===== src/rtl/odd_p_check_arb_if.sv =====
// Request/grant bundle between the nibble producers and the odd-parity check arbiter.
interface odd_p_check_arb_if #(
  parameter int CNT_W = 8
);
  logic [3:0]       req;
  logic [19:0]      data;
  logic             clr_err;
  logic [3:0]       gnt;
  logic [3:0]       ack;
  logic             ok;
  logic             busy;
  logic [CNT_W-1:0] err_cnt;

  modport master (
    output req, data, clr_err,
    input  gnt, ack, ok, busy, err_cnt
  );

  modport slave (
    input  req, data, clr_err,
    output gnt, ack, ok, busy, err_cnt
  );
endinterface


===== src/rtl/odd_p_check_arb.sv =====
// Four-port round-robin arbiter sharing one 4-bit odd-parity checker (IDLE -> CHECK -> DONE).
// Define ODD_P_ARB_ERRCNT_EN to build the saturating error counter; otherwise err_cnt is tied to 0.
module odd_p_check_arb #(
  parameter int CNT_W = 8
) (
  input logic                clk,
  input logic                rst_n,
  odd_p_check_arb_if.slave   bus
);

  typedef enum logic [1:0] {
    IDLE  = 2'd0,
    CHECK = 2'd1,
    DONE  = 2'd2
  } state_e;

  state_e     state_q, state_d;

  logic [1:0] ptr_q;
  logic [1:0] sel_q, sel_d;
  logic [3:0] gnt_q, gnt_d;
  logic [4:0] op_q;
  logic       res_q;

  logic [4:0] slot [4];
  logic [1:0] scan_idx [4];

  logic [3:0] ack_o;
  logic       ok_o;
  logic       busy_o;

  // Unpack the operand slots and the round-robin scan order starting at ptr.
  genvar gi;
  generate
    for (gi = 0; gi < 4; gi++) begin : g_slot
      assign slot[gi]     = bus.data[5*gi +: 5];
      assign scan_idx[gi] = ptr_q + 2'(gi);
    end
  endgenerate

  // Scan downward so the lowest offset from ptr is the last (winning) write.
  always_comb begin
    sel_d = ptr_q;
    for (int k = 3; k >= 0; k--) begin
      if (bus.req[scan_idx[k]]) begin
        sel_d = scan_idx[k];
      end
    end
    gnt_d = 4'b0001 << sel_d;
  end

  always_ff @(posedge clk or negedge rst_n) begin
    if (!rst_n) begin
      state_q <= IDLE;
    end else begin
      state_q <= state_d;
    end
  end

  always_comb begin
    state_d = state_q;
    unique case (state_q)
      IDLE:    if (|bus.req) state_d = CHECK;
      CHECK:   state_d = DONE;
      DONE:    state_d = IDLE;
      default: state_d = IDLE;
    endcase
  end

  always_comb begin
    ack_o  = 4'b0000;
    ok_o   = 1'b0;
    busy_o = (state_q != IDLE);
    if (state_q == DONE) begin
      ack_o = gnt_q;
      ok_o  = res_q;
    end
  end

  // Operand is frozen at the grant edge; later data/req changes cannot disturb it.
  always_ff @(posedge clk or negedge rst_n) begin
    if (!rst_n) begin
      ptr_q <= 2'd0;
      sel_q <= 2'd0;
      gnt_q <= 4'b0000;
      op_q  <= 5'd0;
      res_q <= 1'b0;
    end else begin
      unique case (state_q)
        IDLE: begin
          if (|bus.req) begin
            sel_q <= sel_d;
            gnt_q <= gnt_d;
            op_q  <= slot[sel_d];
          end
        end
        CHECK: begin
          res_q <= ^op_q;
        end
        DONE: begin
          ptr_q <= sel_q + 2'd1;
          gnt_q <= 4'b0000;
        end
        default: begin
          gnt_q <= 4'b0000;
        end
      endcase
    end
  end

`ifdef ODD_P_ARB_ERRCNT_EN
  logic [CNT_W-1:0] err_cnt_q, err_cnt_d;

  // Clear beats a coincident increment; the count holds at all-ones.
  always_comb begin
    err_cnt_d = err_cnt_q;
    if (bus.clr_err) begin
      err_cnt_d = '0;
    end else if (state_q == DONE && !res_q && err_cnt_q != {CNT_W{1'b1}}) begin
      err_cnt_d = err_cnt_q + 1'b1;
    end
  end

  always_ff @(posedge clk or negedge rst_n) begin
    if (!rst_n) begin
      err_cnt_q <= '0;
    end else begin
      err_cnt_q <= err_cnt_d;
    end
  end

  assign bus.err_cnt = err_cnt_q;
`else
  logic unused_clr_err;
  assign unused_clr_err = bus.clr_err;
  assign bus.err_cnt    = '0;
`endif

  assign bus.gnt  = gnt_q;
  assign bus.ack  = ack_o;
  assign bus.ok   = ok_o;
  assign bus.busy = busy_o;

endmodule


===== src/flat_wrapper.sv =====
// flat-port wrapper written by rule: the top's interface ports become plain ports
module odd_p_check_arb_flat 
#(
  parameter int CNT_W = 8
)
  (clk, rst_n, bus_req, bus_data, bus_clr_err, bus_gnt, bus_ack, bus_ok, bus_busy, bus_err_cnt);
  odd_p_check_arb_if #(.CNT_W(CNT_W)) bus_i ();
  input logic clk;
  input logic rst_n;
  input wire logic [$bits(bus_i.req)-1:0] bus_req;
  input wire logic [$bits(bus_i.data)-1:0] bus_data;
  input wire logic [$bits(bus_i.clr_err)-1:0] bus_clr_err;
  output wire logic [$bits(bus_i.gnt)-1:0] bus_gnt;
  output wire logic [$bits(bus_i.ack)-1:0] bus_ack;
  output wire logic [$bits(bus_i.ok)-1:0] bus_ok;
  output wire logic [$bits(bus_i.busy)-1:0] bus_busy;
  output wire logic [$bits(bus_i.err_cnt)-1:0] bus_err_cnt;
  assign bus_i.req = bus_req;
  assign bus_i.data = bus_data;
  assign bus_i.clr_err = bus_clr_err;
  assign bus_gnt = bus_i.gnt;
  assign bus_ack = bus_i.ack;
  assign bus_ok = bus_i.ok;
  assign bus_busy = bus_i.busy;
  assign bus_err_cnt = bus_i.err_cnt;
  odd_p_check_arb #(.CNT_W(CNT_W)) u_core (.clk(clk), .rst_n(rst_n), .bus(bus_i));
endmodule

===== config.mk =====
export PLATFORM = sky130hd
export DESIGN_NAME = odd_p_check_arb_flat
export DESIGN_NICKNAME = d
export VERILOG_FILES = /design/src/rtl/odd_p_check_arb_if.sv /design/src/rtl/odd_p_check_arb.sv /design/src/flat_wrapper.sv
export SDC_FILE = /design/constraint.sdc
export NUM_CORES = 1
export LEC_CHECK = 0
export CAP_MARGIN = 40
export CORE_MARGIN = 4
export CORE_UTILIZATION = 37
export CTS_CLUSTER_SIZE = 8
export DETAILED_ROUTE_END_ITERATION = 8
export PLACE_DENSITY_LB_ADDON = 0.05
export SYNTH_ARGS = -nofsm -noshare
export SYNTH_HDL_FRONTEND = slang
export SYNTH_SLANG_ARGS = --single-unit

===== constraint.sdc =====
create_clock -name clk -period 1.9 [get_ports clk]
set_input_delay 0.57 -clock clk [delete_from_list [all_inputs] [get_ports clk]]
set_output_delay 0.57 -clock clk [all_outputs]
set_load 0.02 [all_outputs]

=== After elaboration in Yosys (flattened, before gate mapping) ===
Cells that the tools add are included.
Widths: inputs -> output; s select.

* Register bits after elaboration: 16
* Latch bits: 0
* Memory bits (writable): 0
* Bits in read-only memories: 0
* Input port bits: 27
* Output and inout port bits: 18
* Logic and storage cells: 48
* Memories kept: 0

* $add $sub $neg: 4
* Multipliers: 0
* Div/mod/pow operators: 0
* Magnitude comparators: 5
* Equality and inequality tests: 3
* Shift-type cells: 1
* Multiplexer cells: 21
* Bitwise operators: 2
* Reduce and logical (&&, ||, !) cells: 6

{| class="wikitable"
|+ Operators with widths
! kind !! number
|-
| $lt 2x3->1 const B || 4
|-
| $bmux 5 s2 || 1
|-
| $mux 2 || 5
|-
| $mux 5 || 2
|-
| $bmux 1 s2 || 4
|-
| $mux 4 || 2
|-
| $pmux 4 s2 || 1
|-
| $mux 1 || 5
|-
| $reduce_xor 5->1 || 1
|-
| $add 2x1->2 const B || 2
|-
| $add 2x2->2 const B || 2
|-
| $pmux 2 s2 || 1
|-
| $reduce_and 2->1 || 2
|-
| $reduce_or 4->1 || 1
|-
| $shl 1x2->4 const A || 1
|-
| $ge 3x3->1 const B || 1
|-
| $not 2->3 || 1
|-
| $eq 2x1->1 const B || 1
|-
| $eq 2x2->1 const B || 1
|-
| $logic_not 2->1 || 1
|-
| $ne 2x1->1 const B || 1
|-
| $reduce_bool 2->1 || 1
|-
| $not 1->1 || 1
|}

=== Longest topological paths before layout ===
* Word-level depth: 11
* Mapped depth: 5
* Gate-level depth less buffers: 5

=== Least setup slack after synthesis ===
OpenSTA, ideal clock, no wires.

* Path type: input port to flip-flop
* Start: input port bus_req[0]
* End: register u_core.op_q[0]
* Library setup time: 0.125 ns
* Arrival time: 1.847 ns
* Required time: 1.775 ns
* Setup slack: -0.072 ns
* Stages: 5
* Path buffers: 0
* Cells stage by stage: nor2_1 > a2bb2oi_2 > o221ai_4 > mux4_2 > mux2_4

* Word-level cells in the longest chain between the ends: 10
* Elaborated cells on any way between the ends: 18
* Those cells by class: 15 x mux; 1 x bitwise; 2 x reduce/logical

{| class="wikitable"
|+ RTL lines
! item !! RTL line !! source
|-
| start, declared || flat_wrapper.sv:10 || <nowiki>input wire logic [$bits(bus_i.req)-1:0] bus_req;</nowiki>
|-
| $bmux 1 s2 || odd_p_check_arb.sv:45 || <nowiki>if (bus.req[scan_idx[k]]) begin</nowiki>
|-
| $mux 1 (implied by the code) || odd_p_check_arb.sv:45 ||
|-
| $mux 2 (4 in series) || odd_p_check_arb.sv:45 ||
|-
| $not 2->3 (implied by the code) || odd_p_check_arb.sv:94 || <nowiki>op_q <= slot[sel_d];</nowiki>
|-
| $bmux 5 s2 || odd_p_check_arb.sv:94 ||
|-
| $mux 5 (implied by the code) (2 in series) || odd_p_check_arb.sv:94 ||
|-
| end signal, assigned || odd_p_check_arb.sv:94 ||
|-
| end, declared || odd_p_check_arb.sv:22 || <nowiki>logic [4:0] op_q;</nowiki>
|}

Several ways; a longest one is shown, not always the timed one. The select of a mux whose other input is x is not followed.
A chain may end at the register's enable or synchronous reset.

=== Worst setup path after layout ===
* Start: input port bus_req[3]
* End: register u_core.op_q[1]

The elaborated chain is that of the path after synthesis.

==> run summary <==
The clock transition at the registers of the reported paths is 0.08 ns. The initial antenna violation count came out at 0. For this design the static power due to leakage is 0.718 nW.

After detailed routing, the number of remaining DRC violations is 0. The initial standard-cell utilization of the core is 39.7%. The proportion of register bits with asynchronous set or reset after synthesis came out at 100%. The kind of path behind the tightest hold check is register to register. Across the VDD grid, the largest voltage drop is 0.931 mV.

The total routing usage reported by global routing came out at 14.3%. The detailed-route vias per instance is 4.87. The TritonCTS clock tree is yes. Counting I/O delays and the setup requirement, the final critical path takes 1.87 ns.

In this run the most used layer during global routing was met2. The commonest cells after synthesis are 16 x dfrtp_1, 8 x buf_4, 6 x nor2_1, 5 x and2_1. The area share of the largest cell type after synthesis came out at 40.0%. The number of fillers in the final layout is 227.

The number of primary I/O pins came out at 45. The count of pins over their slew limit was 0. The required time of the critical path is 2.07 ns.

The finished layout holds 175 standard cells, fillers aside. In this run the cell area of the synthesized design comes to 1000 µm². The number of nets in the layout is 174. Global routing used 18.4% of the available met1 tracks.

After synthesis, the netlist uses 36 different library cells. The total CTS buffers came out at 3. The routed layout has 853 vias. The global-route met3 utilization came out at 3.89%. Summed over all failing endpoints, the final setup total negative slack is 0 ns.

The number of clock sinks came out at 16. The post-placement worst setup slack is -0.747 ns. The largest incremental delay on the critical path came out at 0.54 ns.

The number of stages on the worst hold path came out at 1. The arrival time at the worst endpoint came out at 2.03 ns. The synthesized flop and latch total is 16. The vertical die dimension came out at 60.0 µm. The wire length after detailed routing came out at 2330 µm. The post-route core utilization is 61.5%.

The number of gates on the worst path with buffers counted is 6. The core region area came out at 2520 µm². The setup slack of the critical path after layout is 0.0316 ns. Among all cell types in the netlist, the one instantiated most often is dfrtp_1.

In the synthesized netlist the dominant register cell turns out to be dfrtp_1. The number of buffers and inverters on the critical path is 2. Dividing total power by cell area gives a power density of 1420 nW/µm². The final count of hold timing violations is 0. The final-report setup violation count is 0. The run finished with clean final reports. The number of placement rows is 18. The largest total area in the synthesized netlist belongs to dfrtp_1. The final cell area excluding filler cells is 1550 µm². After the first detailed-routing iteration, the DRC count stood at 16.

Between clock sinks in the finished design, the worst skew comes to 0.00514 ns. After synthesis, the cell types taking the most area are dfrtp_1 40%, mux4_2 9.0%, buf_4 6.0%. The worst setup path is launched from an input port.

The critical path capture point type is a register. The routed wirelength normalized by instance count came out at 13.3 µm. Counting tap cells, the placed design contains a total of 169 instances. The number of detailed-route iterations in the first pass is 4. The placement-stage cell area came out at 1490 µm².

The met2 global-route usage is 23.5%. Setup repair after global routing could not meet its margin everywhere. The die width came out at 60.0 µm. The global-route congestion overflow total is 0. Summing all multi-input logic gate instances after layout gives 592 µm².

The share of post-route cells with drive strength above 1 is 37.9%. After layout, the worst path uses 98.3% of the clock period. For the worst-skew pair, the clock arrives at the later sink with an insertion delay of 0.28 ns. The first-pass GRT wire length came out at 3820 µm.

The count of input and output buffers came out at 35. Entering global routing, the biggest net connects 17 pins. Among cell families on the critical path, the largest total delay comes from multiplexers. Detailed placement finished with a half-perimeter wire length of 1930 µm. The register area is 402 µm². The largest fanout of any net on the critical path is 5. The slowest stage of the critical path belongs to the cell mux4_2. The routability congestion estimate came out at 0.714. The signed area change from the synthesized netlist to the final layout is 54.9%. In this run the mean area of a mapped cell was 11.1 µm². The tool flagged a number of max-cap violations equal to 0.

After technology mapping, the gate count stands at 90. The critical path goes through buf_8 > buf_6 > a2bb2oi_4 > o221ai_4 > mux4_2 > mux2_4. The area enclosed by the die boundary came out at 3600 µm². The tree is rooted in a clkbuf_4.

The number of inserted diodes came out at 0. The clock passes through at most 2 buffers. Yosys mapped a number of flops with a built-in enable equal to 0. The category of the critical setup timing path is input port to register. The depth of the most critical reg-to-reg path came out at 5.

The via count of the first global-routing pass was 844. The depth of the CTS H-tree came out at 1. Summing the sequential cell areas from Yosys gives 40.0% of the chip area. Derived from the worst setup path, the maximum achievable clock frequency is 535 MHz. The detail route stage leaves a number of antenna-violating nets equal to 0. The total number of yosys warnings came out at 0. The quantity of hold-fixing buffers added after cts came out at 0.
[routing by layer]
metal | routed length, µm | vias to the layer above
met5 | 0 | -
met4 | 13 | 0
met3 | 139 | 2
met2 | 1190 | 27
met1 | 989 | 407
li1 | - | 417
[timing repair]
action / 4_1_cts / 5_1_grt
setup endpoints to repair: 17 / 9
buffers inserted: 1 / 2
cloned: 0 / 0
gates resized for setup: 41 / 17
hold endpoints to repair: 0 / 0
pin swaps: 1 / 3
[per-stage QoR]
stage,power (mW),hold slack (ns)
floorplan,1.49,0.274
global placement,1.96,0.478
detailed placement,1.99,0.488
CTS,2.15,0.504
global route,2.36,0.530
finish,2.20,0.508
[where the power goes]
group	leakage [nW]	total (mW)	switching, mW	internal, mW
logic	0.509	1.36	0.590	0.773
registers	0.195	0.663	0.145	0.518
clock network	0.0138	0.170	0.0962	0.0734
total	0.718	2.20	0.831	1.36
[cell families (layout without fill, tap and decap cells)]
group,after synthesis,in the layout,share of synthesized area [%]
flip-flops,16,16,40.0
XOR/XNOR,5,5,4.37
other,1,8,0.375
AO/OA/AOI/OAI,21,21,18.3
multiplexers,9,9,16.1
buffers and inverters,14,62,8.25
AND/OR/NAND/NOR,24,24,12.6
[state kept, by name, indices dropped and copies added (netlist names)]
| name | flops |
|---|---|
| u_core.res_q | 1 |
| u_core.state_q | 2 |
| u_core.bus.gnt | 4 |
| u_core.ptr_q | 2 |
| u_core.sel_q | 2 |
| u_core.op_q | 5 |
[cell type report]
cell class	count	area share, %
multi-input combinational	67	38.2
timing repair buffer	55	30.9
sequential	16	25.9
tap	30	2.42
clock buffer	3	1.45
inverter	4	1.13
[path summary, 6_finish.rpt]
check / from / to / slack, ns
setup / recovery: bus_req[3] / u_core.op_q[1] / 0.03
hold / removal: u_core.res_q / u_core.res_q / 0.51
setup reg to reg: u_core.ptr_q[1] / u_core.op_q[1] / 0.07
hold reg to reg: u_core.res_q / u_core.res_q / 0.51
max in group asynchronous: rst_n / u_core.ptr_q[1] / 1.12
min in group asynchronous: rst_n / u_core.ptr_q[1] / 0.59
[cells in the final DEF, fill, tap and decap left out, types with 3 or more instances in the layout]
master	n
clkbuf_4	4
mux4_2	4
conb_1	8
and2_1	5
xnor2_1	4
buf_6	3
buf_4	18
mux2_4	4
o21ai_0	3
nand2_1	4
dfrtp_1	15
nor2_1	4
buf_2	7
clkdlybuf4s50_1	24
(Power assumes the default switching activity.)
